$ cat config.mk
export PLATFORM = sky130hd
export DESIGN_NAME = bus_route_sequencer_flat
export DESIGN_NICKNAME = d
export VERILOG_FILES = /design/src/rtl/bus_route_sequencer_if.sv /design/src/rtl/bus_route_sequencer.sv /design/src/flat_wrapper.sv
export SDC_FILE = /design/constraint.sdc
export NUM_CORES = 1
export LEC_CHECK = 0
export BUFFER_PORTS_ARGS = -buffer_cell sky130_fd_sc_hd__buf_2
export CORE_ASPECT_RATIO = 0.7
export CORE_UTILIZATION = 55
export CTS_CLUSTER_DIAMETER = 150
export CTS_CLUSTER_SIZE = 14
export DETAILED_ROUTE_END_ITERATION = 7
export GPL_ROUTABILITY_DRIVEN = 0
export PLACE_DENSITY_LB_ADDON = 0.08
export SYNTH_ARGS = -nofsm -noshare
export SYNTH_HDL_FRONTEND = slang
export SYNTH_SLANG_ARGS = --single-unit
$ cat constraint.sdc
create_clock -name clk -period 3.95 [get_ports clk]
set_clock_uncertainty 0.2 [all_clocks]
set_input_delay 0.5925 -clock clk [delete_from_list [all_inputs] [get_ports clk]]
set_output_delay 0.5925 -clock clk [all_outputs]
set_load 0.03 [all_outputs]
$ cat src/rtl/bus_route_sequencer_if.sv
// Handshake and bus-selector bundle between the decoder-side requester and the route sequencer.
interface bus_route_sequencer_if #(
    parameter int SELECTOR_WIDTH = 4
);
    logic                      req_valid;
    logic [SELECTOR_WIDTH-1:0] req_src;
    logic [SELECTOR_WIDTH-1:0] req_dst;
    logic                      req_ready;
    logic                      stall;
    logic [SELECTOR_WIDTH-1:0] pc_selector;
    logic [SELECTOR_WIDTH-1:0] sp_selector;
    logic [SELECTOR_WIDTH-1:0] add_selector;
    logic [SELECTOR_WIDTH-1:0] x_selector;
    logic [SELECTOR_WIDTH-1:0] y_selector;
    logic [SELECTOR_WIDTH-1:0] stat_selector;
    logic [SELECTOR_WIDTH-1:0] mem_selector;
    logic [SELECTOR_WIDTH-1:0] fetch_selector;
    logic [SELECTOR_WIDTH-1:0] decode_selector;
    logic [SELECTOR_WIDTH-1:0] alu0_selector;
    logic [SELECTOR_WIDTH-1:0] alu1_selector;
    logic [10:0]               dst_we;
    logic                      done;
    logic                      err;
    logic                      busy;

    modport master (
        output req_valid, req_src, req_dst, stall,
        input  req_ready, pc_selector, sp_selector, add_selector, x_selector, y_selector,
               stat_selector, mem_selector, fetch_selector, decode_selector,
               alu0_selector, alu1_selector, dst_we, done, err, busy
    );

    modport slave (
        input  req_valid, req_src, req_dst, stall,
        output req_ready, pc_selector, sp_selector, add_selector, x_selector, y_selector,
               stat_selector, mem_selector, fetch_selector, decode_selector,
               alu0_selector, alu1_selector, dst_we, done, err, busy
    );
endinterface

$ cat src/rtl/bus_route_sequencer.sv
// Queues {src, dst} transfer micro-ops and walks each through drive / wait / commit on the bus mux fabric.
module bus_route_sequencer #(
    parameter int DEPTH          = 4,
    parameter int SELECTOR_WIDTH = 4
) (
    input  logic                  clk,
    input  logic                  reset,
    bus_route_sequencer_if.slave  bus
);
    localparam int SW   = SELECTOR_WIDTH;
    localparam int AW   = (DEPTH > 1) ? $clog2(DEPTH) : 1;
    localparam int NDST = 11;

    typedef enum logic [1:0] {IDLE, DRIVE, WAIT, COMMIT} state_t;

    state_t          state_q, state_d;
    logic [2*SW-1:0] fifo_mem [DEPTH];
    logic [AW-1:0]   wr_ptr, rd_ptr;
    logic [AW:0]     count;
    logic [SW-1:0]   sel_q [NDST];
    logic [NDST-1:0] we_q;
    logic            err_q;

    logic            legal, push, pop, empty, ready;
    logic [SW-1:0]   head_src, head_dst;

    assign legal    = (int'(bus.req_src) < 12) && (int'(bus.req_dst) < NDST);
    assign ready    = (int'(count) < DEPTH);
    assign empty    = (count == '0);
    assign push     = bus.req_valid && ready && legal;
    assign head_src = fifo_mem[rd_ptr][2*SW-1:SW];
    assign head_dst = fifo_mem[rd_ptr][SW-1:0];

    always_comb begin
        state_d = state_q;
        pop     = 1'b0;
        case (state_q)
            IDLE: begin
                if (!bus.stall && !empty) begin
                    pop     = 1'b1;
                    state_d = DRIVE;
                end
            end
            DRIVE:  if (!bus.stall) state_d = WAIT;
            WAIT:   if (!bus.stall) state_d = COMMIT;
            COMMIT: begin
                if (!bus.stall) begin
                    if (!empty) begin
                        pop     = 1'b1;
                        state_d = DRIVE;
                    end else begin
                        state_d = IDLE;
                    end
                end
            end
            default: state_d = IDLE;
        endcase
    end

    // Queue storage carries no reset; pointers and count make stale entries unreachable.
    always_ff @(posedge clk) begin
        if (push) fifo_mem[wr_ptr] <= {bus.req_src, bus.req_dst};
    end

    always_ff @(posedge clk) begin
        if (reset) begin
            state_q <= IDLE;
            wr_ptr  <= '0;
            rd_ptr  <= '0;
            count   <= '0;
            err_q   <= 1'b0;
            we_q    <= '0;
            for (int d = 0; d < NDST; d++) sel_q[d] <= '0;
        end else begin
            state_q <= state_d;
            err_q   <= bus.req_valid && ready && !legal;
            if (push) wr_ptr <= wr_ptr + 1'b1;
            if (pop)  rd_ptr <= rd_ptr + 1'b1;
            case ({push, pop})
                2'b10:   count <= count + 1'b1;
                2'b01:   count <= count - 1'b1;
                default: count <= count;
            endcase
            // Popping rewrites every selector, so a reused destination simply takes the new source.
            if (pop) begin
                for (int d = 0; d < NDST; d++)
                    sel_q[d] <= (int'(head_dst) == d) ? head_src : '0;
                we_q <= NDST'(1) << head_dst;
            end else if (state_q == COMMIT && !bus.stall) begin
                for (int d = 0; d < NDST; d++) sel_q[d] <= '0;
                we_q <= '0;
            end
        end
    end

    // Write enable is suppressed for every stalled COMMIT cycle so exactly one pulse escapes.
    assign bus.dst_we = (state_q == COMMIT && !bus.stall) ? we_q : '0;
    assign bus.done   = (state_q == COMMIT) && !bus.stall;
    assign bus.err    = err_q;
    assign bus.busy   = (state_q != IDLE) || !empty;
    assign bus.req_ready = ready;

    assign bus.pc_selector     = sel_q[0];
    assign bus.sp_selector     = sel_q[1];
    assign bus.add_selector    = sel_q[2];
    assign bus.x_selector      = sel_q[3];
    assign bus.y_selector      = sel_q[4];
    assign bus.stat_selector   = sel_q[5];
    assign bus.mem_selector    = sel_q[6];
    assign bus.fetch_selector  = sel_q[7];
    assign bus.decode_selector = sel_q[8];
    assign bus.alu0_selector   = sel_q[9];
    assign bus.alu1_selector   = sel_q[10];
endmodule

$ cat src/flat_wrapper.sv
// flat-port wrapper written by rule: the top's interface ports become plain ports
module bus_route_sequencer_flat 
#(
    parameter int DEPTH          = 4,
    parameter int SELECTOR_WIDTH = 4
)
  (clk, reset, bus_req_valid, bus_req_src, bus_req_dst, bus_stall, bus_req_ready, bus_pc_selector, bus_sp_selector, bus_add_selector, bus_x_selector, bus_y_selector, bus_stat_selector, bus_mem_selector, bus_fetch_selector, bus_decode_selector, bus_alu0_selector, bus_alu1_selector, bus_dst_we, bus_done, bus_err, bus_busy);
  bus_route_sequencer_if #(.SELECTOR_WIDTH(SELECTOR_WIDTH)) bus_i ();
  input  logic clk;
  input  logic reset;
  input wire logic [$bits(bus_i.req_valid)-1:0] bus_req_valid;
  input wire logic [$bits(bus_i.req_src)-1:0] bus_req_src;
  input wire logic [$bits(bus_i.req_dst)-1:0] bus_req_dst;
  input wire logic [$bits(bus_i.stall)-1:0] bus_stall;
  output wire logic [$bits(bus_i.req_ready)-1:0] bus_req_ready;
  output wire logic [$bits(bus_i.pc_selector)-1:0] bus_pc_selector;
  output wire logic [$bits(bus_i.sp_selector)-1:0] bus_sp_selector;
  output wire logic [$bits(bus_i.add_selector)-1:0] bus_add_selector;
  output wire logic [$bits(bus_i.x_selector)-1:0] bus_x_selector;
  output wire logic [$bits(bus_i.y_selector)-1:0] bus_y_selector;
  output wire logic [$bits(bus_i.stat_selector)-1:0] bus_stat_selector;
  output wire logic [$bits(bus_i.mem_selector)-1:0] bus_mem_selector;
  output wire logic [$bits(bus_i.fetch_selector)-1:0] bus_fetch_selector;
  output wire logic [$bits(bus_i.decode_selector)-1:0] bus_decode_selector;
  output wire logic [$bits(bus_i.alu0_selector)-1:0] bus_alu0_selector;
  output wire logic [$bits(bus_i.alu1_selector)-1:0] bus_alu1_selector;
  output wire logic [$bits(bus_i.dst_we)-1:0] bus_dst_we;
  output wire logic [$bits(bus_i.done)-1:0] bus_done;
  output wire logic [$bits(bus_i.err)-1:0] bus_err;
  output wire logic [$bits(bus_i.busy)-1:0] bus_busy;
  assign bus_i.req_valid = bus_req_valid;
  assign bus_i.req_src = bus_req_src;
  assign bus_i.req_dst = bus_req_dst;
  assign bus_i.stall = bus_stall;
  assign bus_req_ready = bus_i.req_ready;
  assign bus_pc_selector = bus_i.pc_selector;
  assign bus_sp_selector = bus_i.sp_selector;
  assign bus_add_selector = bus_i.add_selector;
  assign bus_x_selector = bus_i.x_selector;
  assign bus_y_selector = bus_i.y_selector;
  assign bus_stat_selector = bus_i.stat_selector;
  assign bus_mem_selector = bus_i.mem_selector;
  assign bus_fetch_selector = bus_i.fetch_selector;
  assign bus_decode_selector = bus_i.decode_selector;
  assign bus_alu0_selector = bus_i.alu0_selector;
  assign bus_alu1_selector = bus_i.alu1_selector;
  assign bus_dst_we = bus_i.dst_we;
  assign bus_done = bus_i.done;
  assign bus_err = bus_i.err;
  assign bus_busy = bus_i.busy;
  bus_route_sequencer #(.DEPTH(DEPTH), .SELECTOR_WIDTH(SELECTOR_WIDTH)) u_core (.clk(clk), .reset(reset), .bus(bus_i));
endmodule
==> impl_metrics.toml <==
[floorplanning]
die_y_um = 73.0
core_mm2 = 0.00685
std_cell_rows = 25
initial_core_utilization_pct = 57.7
die-area_mm2 = 0.00754
io-pin-count = 71
fp.dieW_um = 103

[worst_setup_path]
critical_path_cell_count = 8
max_stage_delay_ns = 0.60
critical_path.endpoint_type = "flop"
crit_arrival_ns = 2.95
critPathMaxFanout = 23
depth_of_the_worst_register_to_register_path = 8
cpMostUsedCell = "sky130_fd_sc_hd__inv_1"
crit_required_ns = 3.82
cp.buffers_inverters = 5
critical-path-slowest-cell = "sky130_fd_sc_hd__or4_1"
critPathTopFamily = "buffers and inverters"
critical_path_class = "reg2reg"
critPathLaunchType = "flop"
crit_path_cell_trace = "inv_1 -> ha_1 -> or4_1 -> inv_2 -> nor3_1 -> buf_4 -> inv_1 -> buf_12"

[grt]
first_global_vias = 2117
grt_util_all_layers_pct = 20.4
grt.overflow.total = 0
grt_first_pass_wirelength_mm = 10.9
largest_net_degree_at_the_start_of_global_routing = 24
antenna_found_initial = 0

[placement]
hpwl_detailed_mm = 4.87
number_of_input_and_output_port_buffers_inserted = 70
post-place-ws_ns = 0.902
place_inst = 434

[logic_synthesis]
synthCells = 277
postSynthAreaPerCell_um2 = 14.3
seq_area_frac_synth_pct = 69.3
yosys_warnings = 0
synthArstFlopShare_pct = 0
synthesis.area_mm2 = 0.00396
post-synth-top-count-cell = "sky130_fd_sc_hd__edfxtp_1"
ys_types = 39
commonest_register_cell_after_synthesis = "sky130_fd_sc_hd__edfxtp_1"
synth_common_cells = "sky130_fd_sc_hd__edfxtp_1, sky130_fd_sc_hd__nor2_1, sky130_fd_sc_hd__and2_1, sky130_fd_sc_hd__dfxtp_1, sky130_fd_sc_hd__nand2_1"
synth.net_count = 300
netlist_top_cells_area = "sky130_fd_sc_hd__edfxtp_1, sky130_fd_sc_hd__dfxtp_1, sky130_fd_sc_hd__mux4_2"
count_of_flip_flops_with_a_built_in_enable_after_synthesis = 76
post-synth-top-area-cell = "sky130_fd_sc_hd__edfxtp_1"
synth.ff_latch_count = 99
synth_top_area_share_pct = 57.7

[power_and_ir_drop]
p_leak_nw = 1.80
power-per-cell-area_mw_per_mm2 = 604
ir_worst_vdd_mv = 0.288

[clock_network]
hold_bufs_inserted_after_cts = 0
clkTransAtPathRegs_ns = 0.09
post-cts-setup-buffer-count = 0
ctsRootBufferMaster = "sky130_fd_sc_hd__clkbuf_8"
cts-resized-gates = 0
cts_tree = "done"
max-clock-path-buffers = 2
cts_inserted_buffers = 9
worst_skew_pair.late_latency_ns = 0.36
cts.sinks = 99
cts_htree_levels = 3

[routing]
vias = 2300
drtIter0Drc = 105
final_antenna_net_count = 0
detail_route.vias_per_cell = 5.11
drt-pass1-iter-count = 5
route.detailed.drc = 0
post_drt_wl_per_cell_um = 15.3
finalWirelength_mm = 6.90

[timing]
max_freq_mhz = 324
period_needed_ns = 3.08
worstMarginPinSlew_ns = 0.825
setup_viol_count_final = 0
timing_hold_violations_final = 0
final.setup.worst_slack_ns = 0.868
period_share_pct = 78.0
slew_viol_final = 0
slew_headroom_pct = 45.0
finalSetupTns_ns = 0
grt_setup_unrepaired = "no"

[run_status]
outcome = "finished clean"

[layout]
synthToLayoutAreaGrowth_pct = 16.9
num_antenna_cells = 0
num-nets-final = 374
final_core_util_pct = 67.5
fillCellCount = 493
final_cell_count_no_fill = 450
sequential_cell_area_mm2 = 0.00274
multi_input_comb_area_mm2 = 0.00110
drive_gt1_share_pct = 28.9

[run]
cap_violations = 0

[hold_path]
holdCritPathClass = "in2reg"
number_of_instances_on_the_worst_hold_path = 1
report_power, final:
group / switching, W / internal, W
Combinational: 0.000509 / 0.000232
Sequential: 0.0000680 / 0.00127
Clock: 0.000338 / 0.000378
path summary, 6_finish.rpt:
| check | from | end | slack, ns |
|---|---|---|---|
| worst max register to register | u_core.state_q[0] | u_core.sel_q[0][32] | 0.87 |
| worst max-delay path | u_core.state_q[0] | u_core.sel_q[0][32] | 0.87 |
| worst min-delay path | bus_req_src[1] | u_core.fifo_mem[2][5] | 0.24 |
| worst min register to register | u_core.we_q[5] | u_core.we_q[5] | 0.28 |
sequential cells by signal (all words and copies together), names as in the netlist, named ones only:
| register | flops |
|---|---|
| u_core.bus.err | 1 |
| u_core.count | 3 |
| u_core.fifo_mem | 32 |
| u_core.rd_ptr | 2 |
| u_core.sel_q | 44 |
| u_core.state_q | 2 |
| u_core.we_q | 11 |
| u_core.wr_ptr | 2 |
layer usage:
| layer | global-route usage [%] | up-vias | routed length, um | share of wire, % |
|---|---|---|---|---|
| met4 | 7.04 | 0 | 89 | 1.3 |
| met3 | 6.03 | 9 | 387 | 5.6 |
| met5 | 0 | - | 0 | 0 |
| met2 | 29.7 | 72 | 3040 | 44 |
| met1 | 29.4 | 1086 | 3380 | 49 |
| li1 | - | 1133 | - | - |
metrics by stage:
| stage | area (um2) | hold WS (ns) | total power [W] |
|---|---|---|---|
| finish | 4620 | 0.242 | 0.00279 |
| global route | 4620 | 0.222 | 0.00293 |
| CTS | 4620 | 0.225 | 0.00281 |
| detailed placement | 4400 | 0.252 | 0.00211 |
| global placement | 4400 | 0.257 | 0.00209 |
| floorplan | 3960 | 0.218 | 0.00191 |
placed cells by master (no fill, tap or decap), types with 3 or more instances in the layout:
cell,instances
sky130_fd_sc_hd__nand2_1,14
sky130_fd_sc_hd__a21o_1,3
sky130_fd_sc_hd__nor3_1,4
sky130_fd_sc_hd__and2_1,23
sky130_fd_sc_hd__mux4_2,8
sky130_fd_sc_hd__clkbuf_8,10
sky130_fd_sc_hd__inv_1,12
sky130_fd_sc_hd__nor2b_1,4
sky130_fd_sc_hd__a21oi_1,4
sky130_fd_sc_hd__a22o_1,9
sky130_fd_sc_hd__edfxtp_1,76
sky130_fd_sc_hd__o21ai_0,3
sky130_fd_sc_hd__dfxtp_1,23
sky130_fd_sc_hd__nor2_1,48
sky130_fd_sc_hd__ha_1,10
sky130_fd_sc_hd__buf_2,70
logic make-up after synthesis:
logic type / synth area share, %
simple gates: 13.7
compound gates: 4.59
buf+inv: 2.75
xor+xnor: 0.886
flops: 69.3
mux: 5.06
fa+ha+maj: 3.67
cell type report:
cell class,count,share of cell area (%)
clock buffers,11,3.06
clock inverters,5,1.84
inverters,13,1.06
multi-input cells,155,23.9
flip-flops and latches,99,59.3
well taps,94,2.54
repair buffers,73,8.33
No activity file was read; power rests on OpenSTA's default activity.
